===== src/rtl/ysyx_23060240_sram_arbiter_if.sv =====
// Bus bundle between the IFU/LSU requesters, the SRAM arbiter and the pmem SRAM port.
// master: the arbiter's view. It answers requesters and drives the SRAM request.
// slave: the environment's view. It covers the requesters and the SRAM model.
interface ysyx_23060240_sram_arbiter_if #(
  parameter int unsigned ADDR_W = 32,
  parameter int unsigned DATA_W = 32
);
  // IFU read port
  logic              ifu_valid;
  logic              ifu_ready;
  logic [ADDR_W-1:0] ifu_addr;
  logic              ifu_rvalid;
  logic              ifu_rready;
  logic [DATA_W-1:0] ifu_rdata;
  // LSU read/write port
  logic                lsu_valid;
  logic                lsu_ready;
  logic [ADDR_W-1:0]   lsu_addr;
  logic                lsu_wen;
  logic [DATA_W-1:0]   lsu_wdata;
  logic [DATA_W/8-1:0] lsu_wmask;
  logic                lsu_rvalid;
  logic                lsu_rready;
  logic [DATA_W-1:0]   lsu_rdata;
  // SRAM port
  logic                mem_req;
  logic                mem_gnt;
  logic [ADDR_W-1:0]   mem_addr;
  logic                mem_wen;
  logic [DATA_W-1:0]   mem_wdata;
  logic [DATA_W/8-1:0] mem_wmask;
  logic                mem_rvalid;
  logic [DATA_W-1:0]   mem_rdata;

  modport master (
    input  ifu_valid, ifu_addr, ifu_rready,
    input  lsu_valid, lsu_addr, lsu_wen, lsu_wdata, lsu_wmask, lsu_rready,
    input  mem_gnt, mem_rvalid, mem_rdata,
    output ifu_ready, ifu_rvalid, ifu_rdata,
    output lsu_ready, lsu_rvalid, lsu_rdata,
    output mem_req, mem_addr, mem_wen, mem_wdata, mem_wmask
  );

  modport slave (
    output ifu_valid, ifu_addr, ifu_rready,
    output lsu_valid, lsu_addr, lsu_wen, lsu_wdata, lsu_wmask, lsu_rready,
    output mem_gnt, mem_rvalid, mem_rdata,
    input  ifu_ready, ifu_rvalid, ifu_rdata,
    input  lsu_ready, lsu_rvalid, lsu_rdata,
    input  mem_req, mem_addr, mem_wen, mem_wdata, mem_wmask
  );
endinterface


===== src/rtl/ysyx_23060240_sram_arbiter.sv =====
// Shares the single pmem SRAM port between the IFU (read-only) and the LSU (read/write).
// The arbiter keeps one transaction in flight: accept, req/gnt, wait for data, hold the response.
module ysyx_23060240_sram_arbiter #(
  parameter int unsigned ADDR_W   = 32,
  parameter int unsigned DATA_W   = 32,
  parameter int unsigned ARB_MODE = 0   // 0: round-robin on ties, 1: LSU always wins ties
) (
  input  logic                          clk,
  input  logic                          rst_n,
  ysyx_23060240_sram_arbiter_if.master  bus
);

  localparam int unsigned MASK_W = DATA_W / 8;

  localparam logic [1:0] StIdle = 2'd0;
  localparam logic [1:0] StReq  = 2'd1;
  localparam logic [1:0] StWait = 2'd2;
  localparam logic [1:0] StResp = 2'd3;

  localparam logic OwnIfu = 1'b0;
  localparam logic OwnLsu = 1'b1;

  logic [1:0]        state_q, state_d;
  logic              last_owner_q, last_owner_d;
  logic              owner_q, owner_d;
  logic [ADDR_W-1:0] addr_q, addr_d;
  logic              wen_q, wen_d;
  logic [DATA_W-1:0] wdata_q, wdata_d;
  logic [MASK_W-1:0] wmask_q, wmask_d;
  logic [DATA_W-1:0] rdata_q, rdata_d;

  logic lsu_win, ifu_win, owner_rready;

  // Pick the winner among valid requesters; ready is only offered in IDLE and out of reset.
  always_comb begin
    // LSU wins when alone, in fixed-priority mode, or when IFU owned the last transaction.
    lsu_win       = bus.lsu_valid &
                    (~bus.ifu_valid | (ARB_MODE != 0) | (last_owner_q == OwnIfu));
    ifu_win       = bus.ifu_valid & ~lsu_win;
    bus.ifu_ready = rst_n & (state_q == StIdle) & ifu_win;
    bus.lsu_ready = rst_n & (state_q == StIdle) & lsu_win;
    owner_rready  = (owner_q == OwnLsu) ? bus.lsu_rready : bus.ifu_rready;
  end

  // Transaction sequencing: latch on accept, capture read data, release on rready.
  always_comb begin
    state_d      = state_q;
    last_owner_d = last_owner_q;
    owner_d      = owner_q;
    addr_d       = addr_q;
    wen_d        = wen_q;
    wdata_d      = wdata_q;
    wmask_d      = wmask_q;
    rdata_d      = rdata_q;
    unique case (state_q)
      StIdle: begin
        if (bus.lsu_ready) begin
          state_d      = StReq;
          owner_d      = OwnLsu;
          last_owner_d = OwnLsu;
          addr_d       = bus.lsu_addr;
          wen_d        = bus.lsu_wen;
          wdata_d      = bus.lsu_wdata;
          wmask_d      = bus.lsu_wen ? bus.lsu_wmask : '0;
        end else if (bus.ifu_ready) begin
          state_d      = StReq;
          owner_d      = OwnIfu;
          last_owner_d = OwnIfu;
          addr_d       = bus.ifu_addr;
          wen_d        = 1'b0;
          wdata_d      = '0;
          wmask_d      = '0;
        end
      end
      StReq: begin
        // A response is only meaningful once the request has been granted.
        if (bus.mem_gnt) begin
          if (bus.mem_rvalid) begin
            rdata_d = wen_q ? '0 : bus.mem_rdata;
            state_d = StResp;
          end else begin
            state_d = StWait;
          end
        end
      end
      StWait: begin
        if (bus.mem_rvalid) begin
          rdata_d = wen_q ? '0 : bus.mem_rdata;
          state_d = StResp;
        end
      end
      StResp: begin
        if (owner_rready) begin
          state_d = StIdle;
        end
      end
      default: state_d = StIdle;
    endcase
  end

  // State and latched transaction; synchronous reset drops anything in flight.
  always_ff @(posedge clk) begin
    if (!rst_n) begin
      state_q      <= StIdle;
      last_owner_q <= OwnIfu;
      owner_q      <= OwnIfu;
      addr_q       <= '0;
      wen_q        <= 1'b0;
      wdata_q      <= '0;
      wmask_q      <= '0;
      rdata_q      <= '0;
    end else begin
      state_q      <= state_d;
      last_owner_q <= last_owner_d;
      owner_q      <= owner_d;
      addr_q       <= addr_d;
      wen_q        <= wen_d;
      wdata_q      <= wdata_d;
      wmask_q      <= wmask_d;
      rdata_q      <= rdata_d;
    end
  end

  // SRAM and response outputs come straight from registered state.
  always_comb begin
    bus.mem_req    = (state_q == StReq);
    bus.mem_addr   = addr_q;
    bus.mem_wen    = wen_q;
    bus.mem_wdata  = wdata_q;
    bus.mem_wmask  = wmask_q;
    bus.ifu_rvalid = (state_q == StResp) & (owner_q == OwnIfu);
    bus.lsu_rvalid = (state_q == StResp) & (owner_q == OwnLsu);
    bus.ifu_rdata  = rdata_q;
    bus.lsu_rdata  = rdata_q;
  end

endmodule


===== src/flat_wrapper.sv =====
// flat-port wrapper written by rule: the top's interface ports become plain ports
module ysyx_23060240_sram_arbiter_flat 
#(
  parameter int unsigned ADDR_W   = 32,
  parameter int unsigned DATA_W   = 32,
  parameter int unsigned ARB_MODE = 0                                                     
)
  (clk, rst_n, bus_ifu_valid, bus_ifu_addr, bus_ifu_rready, bus_lsu_valid, bus_lsu_addr, bus_lsu_wen, bus_lsu_wdata, bus_lsu_wmask, bus_lsu_rready, bus_mem_gnt, bus_mem_rvalid, bus_mem_rdata, bus_ifu_ready, bus_ifu_rvalid, bus_ifu_rdata, bus_lsu_ready, bus_lsu_rvalid, bus_lsu_rdata, bus_mem_req, bus_mem_addr, bus_mem_wen, bus_mem_wdata, bus_mem_wmask);
  ysyx_23060240_sram_arbiter_if #(.ADDR_W(ADDR_W), .DATA_W(DATA_W)) bus_i ();
  input  logic clk;
  input  logic rst_n;
  input wire logic [$bits(bus_i.ifu_valid)-1:0] bus_ifu_valid;
  input wire logic [$bits(bus_i.ifu_addr)-1:0] bus_ifu_addr;
  input wire logic [$bits(bus_i.ifu_rready)-1:0] bus_ifu_rready;
  input wire logic [$bits(bus_i.lsu_valid)-1:0] bus_lsu_valid;
  input wire logic [$bits(bus_i.lsu_addr)-1:0] bus_lsu_addr;
  input wire logic [$bits(bus_i.lsu_wen)-1:0] bus_lsu_wen;
  input wire logic [$bits(bus_i.lsu_wdata)-1:0] bus_lsu_wdata;
  input wire logic [$bits(bus_i.lsu_wmask)-1:0] bus_lsu_wmask;
  input wire logic [$bits(bus_i.lsu_rready)-1:0] bus_lsu_rready;
  input wire logic [$bits(bus_i.mem_gnt)-1:0] bus_mem_gnt;
  input wire logic [$bits(bus_i.mem_rvalid)-1:0] bus_mem_rvalid;
  input wire logic [$bits(bus_i.mem_rdata)-1:0] bus_mem_rdata;
  output wire logic [$bits(bus_i.ifu_ready)-1:0] bus_ifu_ready;
  output wire logic [$bits(bus_i.ifu_rvalid)-1:0] bus_ifu_rvalid;
  output wire logic [$bits(bus_i.ifu_rdata)-1:0] bus_ifu_rdata;
  output wire logic [$bits(bus_i.lsu_ready)-1:0] bus_lsu_ready;
  output wire logic [$bits(bus_i.lsu_rvalid)-1:0] bus_lsu_rvalid;
  output wire logic [$bits(bus_i.lsu_rdata)-1:0] bus_lsu_rdata;
  output wire logic [$bits(bus_i.mem_req)-1:0] bus_mem_req;
  output wire logic [$bits(bus_i.mem_addr)-1:0] bus_mem_addr;
  output wire logic [$bits(bus_i.mem_wen)-1:0] bus_mem_wen;
  output wire logic [$bits(bus_i.mem_wdata)-1:0] bus_mem_wdata;
  output wire logic [$bits(bus_i.mem_wmask)-1:0] bus_mem_wmask;
  assign bus_i.ifu_valid = bus_ifu_valid;
  assign bus_i.ifu_addr = bus_ifu_addr;
  assign bus_i.ifu_rready = bus_ifu_rready;
  assign bus_i.lsu_valid = bus_lsu_valid;
  assign bus_i.lsu_addr = bus_lsu_addr;
  assign bus_i.lsu_wen = bus_lsu_wen;
  assign bus_i.lsu_wdata = bus_lsu_wdata;
  assign bus_i.lsu_wmask = bus_lsu_wmask;
  assign bus_i.lsu_rready = bus_lsu_rready;
  assign bus_i.mem_gnt = bus_mem_gnt;
  assign bus_i.mem_rvalid = bus_mem_rvalid;
  assign bus_i.mem_rdata = bus_mem_rdata;
  assign bus_ifu_ready = bus_i.ifu_ready;
  assign bus_ifu_rvalid = bus_i.ifu_rvalid;
  assign bus_ifu_rdata = bus_i.ifu_rdata;
  assign bus_lsu_ready = bus_i.lsu_ready;
  assign bus_lsu_rvalid = bus_i.lsu_rvalid;
  assign bus_lsu_rdata = bus_i.lsu_rdata;
  assign bus_mem_req = bus_i.mem_req;
  assign bus_mem_addr = bus_i.mem_addr;
  assign bus_mem_wen = bus_i.mem_wen;
  assign bus_mem_wdata = bus_i.mem_wdata;
  assign bus_mem_wmask = bus_i.mem_wmask;
  ysyx_23060240_sram_arbiter #(.ADDR_W(ADDR_W), .DATA_W(DATA_W), .ARB_MODE(ARB_MODE)) u_core (.clk(clk), .rst_n(rst_n), .bus(bus_i));
endmodule

===== config.mk =====
export PLATFORM = sky130hd
export DESIGN_NAME = ysyx_23060240_sram_arbiter_flat
export DESIGN_NICKNAME = d
export VERILOG_FILES = /design/src/rtl/ysyx_23060240_sram_arbiter_if.sv /design/src/rtl/ysyx_23060240_sram_arbiter.sv /design/src/flat_wrapper.sv
export SDC_FILE = /design/constraint.sdc
export NUM_CORES = 1
export LEC_CHECK = 0
export ABC_AREA = 1
export BUFFER_PORTS_ARGS = -buffer_cell sky130_fd_sc_hd__buf_2
export CAP_MARGIN = 20
export CORE_MARGIN = 5
export CORE_UTILIZATION = 40
export CTS_BUF_LIST = sky130_fd_sc_hd__clkbuf_8
export DETAILED_ROUTE_END_ITERATION = 16
export PLACE_DENSITY_LB_ADDON = 0.12
export SLEW_MARGIN = 30
export SYNTH_ARGS = -nofsm -noshare
export SYNTH_HDL_FRONTEND = slang
export SYNTH_SLANG_ARGS = --single-unit

===== constraint.sdc =====
create_clock -name clk -period 3.9 [get_ports clk]
set_input_delay 0.585 -clock clk [delete_from_list [all_inputs] [get_ports clk]]
set_output_delay 0.585 -clock clk [all_outputs]
set_load 0.03 [all_outputs]

==> qor.yml, run 1 <==
logic_synthesis:
  post-synth-top-count-cell: "nand2_1"
  netlist_area_um2: 4692
  yosysSeqAreaShare: 0.4437
  syn-instance-count: 655
  synth.area.top_cells: "dfxtp_1 44%, nand2_1 12%, nor2_1 8.2%"
  yosys_warnings: 0
  yosysTopAreaCell: "dfxtp_1"
  synth_edf_count: 0
  synth_ff_type: "dfxtp_1"
  ys_types: 23
  synth_common_cells: "145 x nand2_1, 104 x dfxtp_1, 103 x nor2_1"
  async_flop_share: 0
  ys_seq_elements: 104
  synth.avg_cell_area_um2: 7.163
  synth_top_cell_area_share: 0.4437
  syn-num-nets: 801
sta:
  hold_violations: 0
  fin_crit_sh: 0.7132
  worstMarginPinSlew_ns: 0.6905
  rsz0062_at_grt: "no"
  slew_headroom: 0.5397
  fin_worst_skew_ns: 0.008735
  max_freq_mhz: 359.5
  final.setup.tns_ns: 0
  slew_viol_final: 0
  setup_viol: 0
  fin_ws_ns: 1.119
  min_period_ns: 2.781
critical_path:
  critical_path.slowest_cell: "dfxtp_1"
  cpMostUsedCell: "inv_2"
  slowest_delay_ns: 0.37
  critical_path_class: "reg -> out"
  end_kind: "output port"
  crit_path_max_fanout: 33
  startpoint_type: "flop"
  path_buf_inv: 5
  reg2reg_depth: 9
  path_depth: 8
  crit_chain: "inv_1 > ha_1 > nand2_1 > inv_2 > nand3_2 > inv_2 > buf_4 > buf_2"
  crit_arrival_ns: 2.20
  cpLargestDelayFamily: "buffers and inverters"
  crit_required_ns: 3.31
clocking:
  clk_pin_slew_ns: 0.10
  clock_latency_ns: 0.36
  cts_htree_levels: 3
  clock-sinks: 104
  clock_path_buffers: 2
  root_buffer: "clkbuf_8"
  cts-resized-gates: 0
  cts_hold_buffers: 0
  cts_tree: "built"
  numCtsBuffers: 9
  post_cts_buffers: 0
final_layout:
  drive_gt1_frac: 0.3511
  insertedDiodeCount: 0
  nFillCells: 1146
  utilization: 0.5300
  nets: 1024
  area_growth_pct: 29.52
power_and_ir_drop:
  irDropWorstVdd_mv: 0.3808
  cellPowerDensity_nw_per_um2: 709.0
  p_switching_mw: 2.014
  p_sw_frac: 0.4673
  power_frac_seq: 0.339
  clkPwrFrac: 0.174
  leakagePower_nw: 3.175
  internal-power_mw: 2.295
  pwr-share-comb: 0.487
detailed_routing:
  vias: 4744
  vias_per_cell: 4.624
  wl_per_cell_um: 13.54
  wl_mm: 13.90
  ant_nets: 0
  drc_errors: 0
  firstDrtPassIters: 4
  drt_iter0_markers: 329
worst_hold_path:
  hold_depth: 3
  hp-class: "in -> reg"
placement:
  post-place-ws_ns: 1.410
  port_buffers: 278
  routabilityCongestion: 0.8051
  hpwl_mm: 10.48
run:
  drv_cap: 0
floorplan:
  start_util: 0.4092
  die_area_um2: 14000
  ios: 279
  die_y_um: 118.3
  core-area_um2: 11470
  rows: 39
  die_width_um: 118.3
grt:
  grt_pass1_vias: 4501
  grt.overflow.total: 0
  use_met3: 0.05349
  antenna_found_initial: 1
  met1_usage: 0.2401
  grt_pass1_wl_mm: 22.28
  met2_usage: 0.3108
  grt_usage: 0.1895
  grt_max_degree: 69
  busiest_layer: "met2"
run_status:
  status: "complete, no violations"
==> area by class of cell <==
type	instances	area, µm²	share of cell area
clock buffer	10	137.6	0.02265
clock inverter	6	90.09	0.01482
inverter	78	297.8	0.04900
multi-input combinational	402	1862	0.3064
sequential	104	2082	0.3426
tap	143	178.9	0.02944
timing repair buffer	283	1429	0.2351
==> flip-flops by register name, summed over array words and instances, names as in the netlist <==
name                  count
u_core.bus.ifu_rdata     32
u_core.bus.mem_addr      32
u_core.bus.mem_wdata     32
u_core.bus.mem_wmask      4
u_core.state_q            2
u_core.bus.mem_wen        1
u_core.last_owner_q       1
==> power groups by stage <==
stage	combinational (mW)	clock [mW]	sequential [mW]
after global routing	2.31	0.822	1.49
after CTS	2.12	0.775	1.46
after global placement	2.08	0	1.48
after floorplan	1.26	0	1.91
final	2.10	0.750	1.46
after detailed placement	2.11	0	1.49
==> cells by family after synthesis <==
logic type               synth area share
AND/OR/NAND/NOR                    0.2493
buffers and inverters              0.1613
AO/OA/AOI/OAI                      0.1323
flip-flops                         0.4437
adder cells (fa/ha/maj)           0.01333
==> routing by layer <==
metal / share of wire / vias up
met1: 0.41 / 2085
met4: 0.021 / 2
li1: - / 2461
met3: 0.083 / 22
met5: 0.00050 / -
met2: 0.48 / 174
==> final timing paths <==
path                                    startpoint                                    end  slack [ns]
min                              bus_lsu_wdata[27]  u_core.bus.mem_wdata[27]$_SDFFE_PN0P_        0.46
max                 u_core.state_q[0]$_SDFFE_PN0P_                          bus_lsu_ready        1.12
min reg2reg  u_core.bus.mem_wdata[19]$_SDFFE_PN0P_  u_core.bus.mem_wdata[19]$_SDFFE_PN0P_        0.47
max reg2reg         u_core.state_q[0]$_SDFFE_PN0P_   u_core.bus.mem_wdata[6]$_SDFFE_PN0P_        1.40
==> per-stage QoR <==
step	hold WS [ns]	total power [mW]	instance area (µm²)	std cells
2_1_floorplan	0.5026	3.169	4692	655
3_3_place_gp	0.4446	3.551	5847	1010
3_5_place_dp	0.4490	3.597	5849	1010
4_1_cts	0.4410	4.356	6077	1026
5_1_grt	0.4511	4.623	6077	1026
6_report	0.4646	4.309	6077	1026
==> cells in the final DEF (no fill, tap or decap) <==
| cell | count |
|---|---|
| clkinvlp_4 | 1 |
| o21a_1 | 1 |
| nor3_1 | 34 |
| clkbuf_8 | 10 |
| inv_2 | 3 |
| buf_4 | 5 |
| clkinv_4 | 1 |
| inv_4 | 2 |
| o21ai_0 | 1 |
| dfxtp_1 | 104 |
| buf_2 | 278 |
| clkinv_2 | 1 |
| nand3_1 | 4 |
| a21oi_1 | 71 |
| ha_1 | 5 |
| bufinv_16 | 2 |
| nor2_4 | 1 |
| nand2_4 | 1 |
| nor2_1 | 103 |
| o211ai_4 | 1 |
| nand3_2 | 2 |
| inv_6 | 1 |
| nand2_1 | 145 |
| inv_1 | 73 |
| nand2_2 | 1 |
| o211ai_1 | 32 |
==> worst reg2reg max path, cell delays in order (launching register included) <==
cell and delay (ns):
dfxtp_1 0.44, inv_1 0.12, ha_1 0.25, nand2_1 0.08, inv_2 0.04, nand2_2 0.48
nand2_4 0.36, inv_4 0.41, nand2_1 0.11, a21oi_1 0.14
No activity file was read; power rests on OpenSTA's default activity.
==> run 2: changes to the inputs <==
==> constraint.sdc (replaced) <==
create_clock -name clk -period 2.85 [get_ports clk]
set_input_delay 0.4275 -clock clk [delete_from_list [all_inputs] [get_ports clk]]
set_output_delay 0.4275 -clock clk [all_outputs]
set_load 0.03 [all_outputs]
==> run 2 against run 1 <==
  * Combinational power grew 38%
  * Die area unchanged
  * Critical path type unchanged
  * Global-route usage up 0.16 points
  * Setup slack got worse by 0.59 ns
  * Sequential power grew 37%
  * Flip-flop and latch count stayed put
  * Clock power rose by 16%
  * First-iteration DRC count down 21%
==> qor.yml, run 2 (synthesis results as in run 1) <==
critical_path:
  path_buf_inv: 4  # was 5
  crit_path_max_fanout: 9  # was 33
  slowest_delay_ns: 0.37  # about the same
  crit_required_ns: 2.42  # was 3.31 ns
  cpLargestDelayFamily: "buffers and inverters"  # unchanged
  crit_arrival_ns: 1.90  # was 2.20 ns
  critical_path_class: "reg -> out"  # unchanged
  startpoint_type: "flop"  # unchanged
  crit_chain: "inv_1 > ha_1 > nand2_1 > inv_2 > nand3_2 > inv_2 > buf_2"  # was inv_1 > ha_1 > nand2_1 > inv_2 > nand3_2 > inv_2 > buf_4 > buf_2
  end_kind: "output port"  # unchanged
  cpMostUsedCell: "inv_2"  # unchanged
  critical_path.slowest_cell: "dfxtp_1"  # unchanged
sta:
  worstMarginPinSlew_ns: 0.5978  # was 0.6905 ns
  max_freq_mhz: 430.4
  fin_crit_sh: 0.8153
  rsz0062_at_grt: "no"  # unchanged
  final.setup.tns_ns: 0  # unchanged
  min_period_ns: 2.324
  fin_worst_skew_ns: 0.008384  # was 0.008735 ns
  slew_headroom: 0.6009  # was 0.5397
  hold_violations: 0  # unchanged
  slew_viol_final: 0  # unchanged
  setup_viol: 0  # unchanged
power_and_ir_drop:
  leakagePower_nw: 3.178  # was 3.175 nW
  power_mw: 5.758  # was 4.309 mW
  cellPowerDensity_nw_per_um2: 950.6  # was 709.0 nW/µm²
  irDropWorstVdd_mv: 0.5052  # was 0.3808 mV
floorplan:
  start_util: 0.4092  # unchanged
  die_width_um: 118.3  # unchanged
  rows: 39  # unchanged
  die_y_um: 118.3  # unchanged
  core-area_um2: 11470  # unchanged
  die_area_um2: 14000  # unchanged
  ios: 279  # unchanged
final_layout:
  nets: 1027  # was 1024
  area_growth_pct: 29.09  # was 29.52%
  layout_commonest_cell: "buf_2"  # unchanged
  drive_gt1_frac: 0.3488  # was 0.3511
  utilization: 0.5282  # was 0.5300
  nFillCells: 1192  # was 1146
  finalInstanceArea_um2: 6057  # was 6077 µm²
  final_cell_mix: "278 x buf_2, 145 x nand2_1, 104 x dfxtp_1"  # unchanged
  insertedDiodeCount: 0  # unchanged
detailed_routing:
  firstDrtPassIters: 5  # was 4
  drt_iter0_markers: 261  # was 329
  vias: 4718  # was 4744
  wl_per_cell_um: 13.73  # was 13.54 µm
  ant_nets: 0  # unchanged
  vias_per_cell: 4.598  # was 4.624
  drc_errors: 0  # unchanged
  wl_mm: 14.09  # was 13.90 mm
clocking:
  cts_htree_levels: 3  # unchanged
  post_cts_buffers: 0  # unchanged
  clock-sinks: 104  # unchanged
  clk_pin_slew_ns: 0.09  # was 0.10 ns
  cts_hold_buffers: 0  # unchanged
  cts_tree: "built"  # unchanged
  clock_path_buffers: 2  # unchanged
  cts-resized-gates: 0  # unchanged
  clock_latency_ns: 0.36  # about the same
  root_buffer: "clkbuf_8"  # unchanged
  numCtsBuffers: 9  # unchanged
placement:
  dpl_cell_area_um2: 5882  # was 5849 µm²
  port_buffers: 278  # unchanged
  hpwl_mm: 10.89  # was 10.48 mm
  routabilityCongestion: 0.7586  # was 0.8051
grt:
  grt_usage: 0.1912  # was 0.1895
  grt_max_degree: 62  # was 69
  grt_pass1_wl_mm: 22.24  # was 22.28 mm
  grt_pass1_vias: 4527  # was 4501
  antenna_found_initial: 0  # was 1
  grt.overflow.total: 0  # unchanged
run:
  drv_cap: 0  # unchanged
run_status:
  status: "complete, no violations"  # unchanged
worst_hold_path:
  hp-class: "in -> reg"  # unchanged
==> run 2: cell types whose count changed in the layout (fill, tap and decap cells not counted), sizes merged <==
cell	previous run	this run
buf	283	286
clkinv	2	0
bufinv	2	1
clkinvlp	1	0
inv	79	80
==> run 2: final timing paths <==
kind                                        startpoint                                    end  slack, ns  cells past startpoint
setup / recovery        u_core.state_q[0]$_SDFFE_PN0P_                          bus_lsu_ready       0.53                      7
hold / removal                        bus_lsu_wdata[6]   u_core.bus.mem_wdata[6]$_SDFFE_PN0P_       0.31                      3
setup reg to reg        u_core.state_q[0]$_SDFFE_PN0P_  u_core.bus.mem_wdata[20]$_SDFFE_PN0P_       0.78                      9
hold reg to reg   u_core.bus.mem_wmask[2]$_SDFFE_PN0P_   u_core.bus.mem_wmask[2]$_SDFFE_PN0P_       0.46                      2
==> run 2: through the flow <==
stage	setup WS (ns)	cells	hold WS, ns
global placement	0.9073	1013	0.4441
CTS	0.4844	1026	0.2826
global route	0.3770	1026	0.2860
finish	0.5264	1026	0.3130
floorplan	0.8891	655	0.5026
detailed placement	0.7736	1013	0.4503
==> run 2: where the power goes <==
part | leakage, nW | internal [mW] | switching [mW] | total [mW]
clock network | 0.0967 | 0.411 | 0.459 | 0.869
logic | 2.23 | 0.848 | 2.04 | 2.89
registers | 0.852 | 1.79 | 0.214 | 2.00
total | 3.18 | 3.05 | 2.71 | 5.76
==> run 2: layout make-up <==
type | instances | area, µm² | share of cell area
multi-input combinational | 402 | 1862 | 0.3074
sequential | 104 | 2082 | 0.3437
clock inverter | 3 | 37.54 | 0.006197
timing repair buffer | 286 | 1464 | 0.2417
inverter | 78 | 295.3 | 0.04875
tap | 143 | 178.9 | 0.02954
clock buffer | 10 | 137.6 | 0.02272
==> run 2: tightest hold or removal path: cells and delay by family <==
| kind | cells | cell delay [ns] |
|---|---|---|
| and+or+nand+nor | 1 | 0.05 |
| AOI/OAI and AO/OA | 1 | 0.05 |
| buffers and inverters | 1 | 0.10 |
==> run 2: metal layers <==
metal | routed length (µm) | global-route usage | share of wire | up-vias
li1 | - | - | - | 2469
met1 | 5776 | 0.2249 | 0.41 | 2064
met2 | 6932 | 0.3323 | 0.49 | 169
met3 | 1179 | 0.05587 | 0.084 | 16
met4 | 203 | 0.06452 | 0.014 | 0
met5 | 0 | 0 | 0 | -
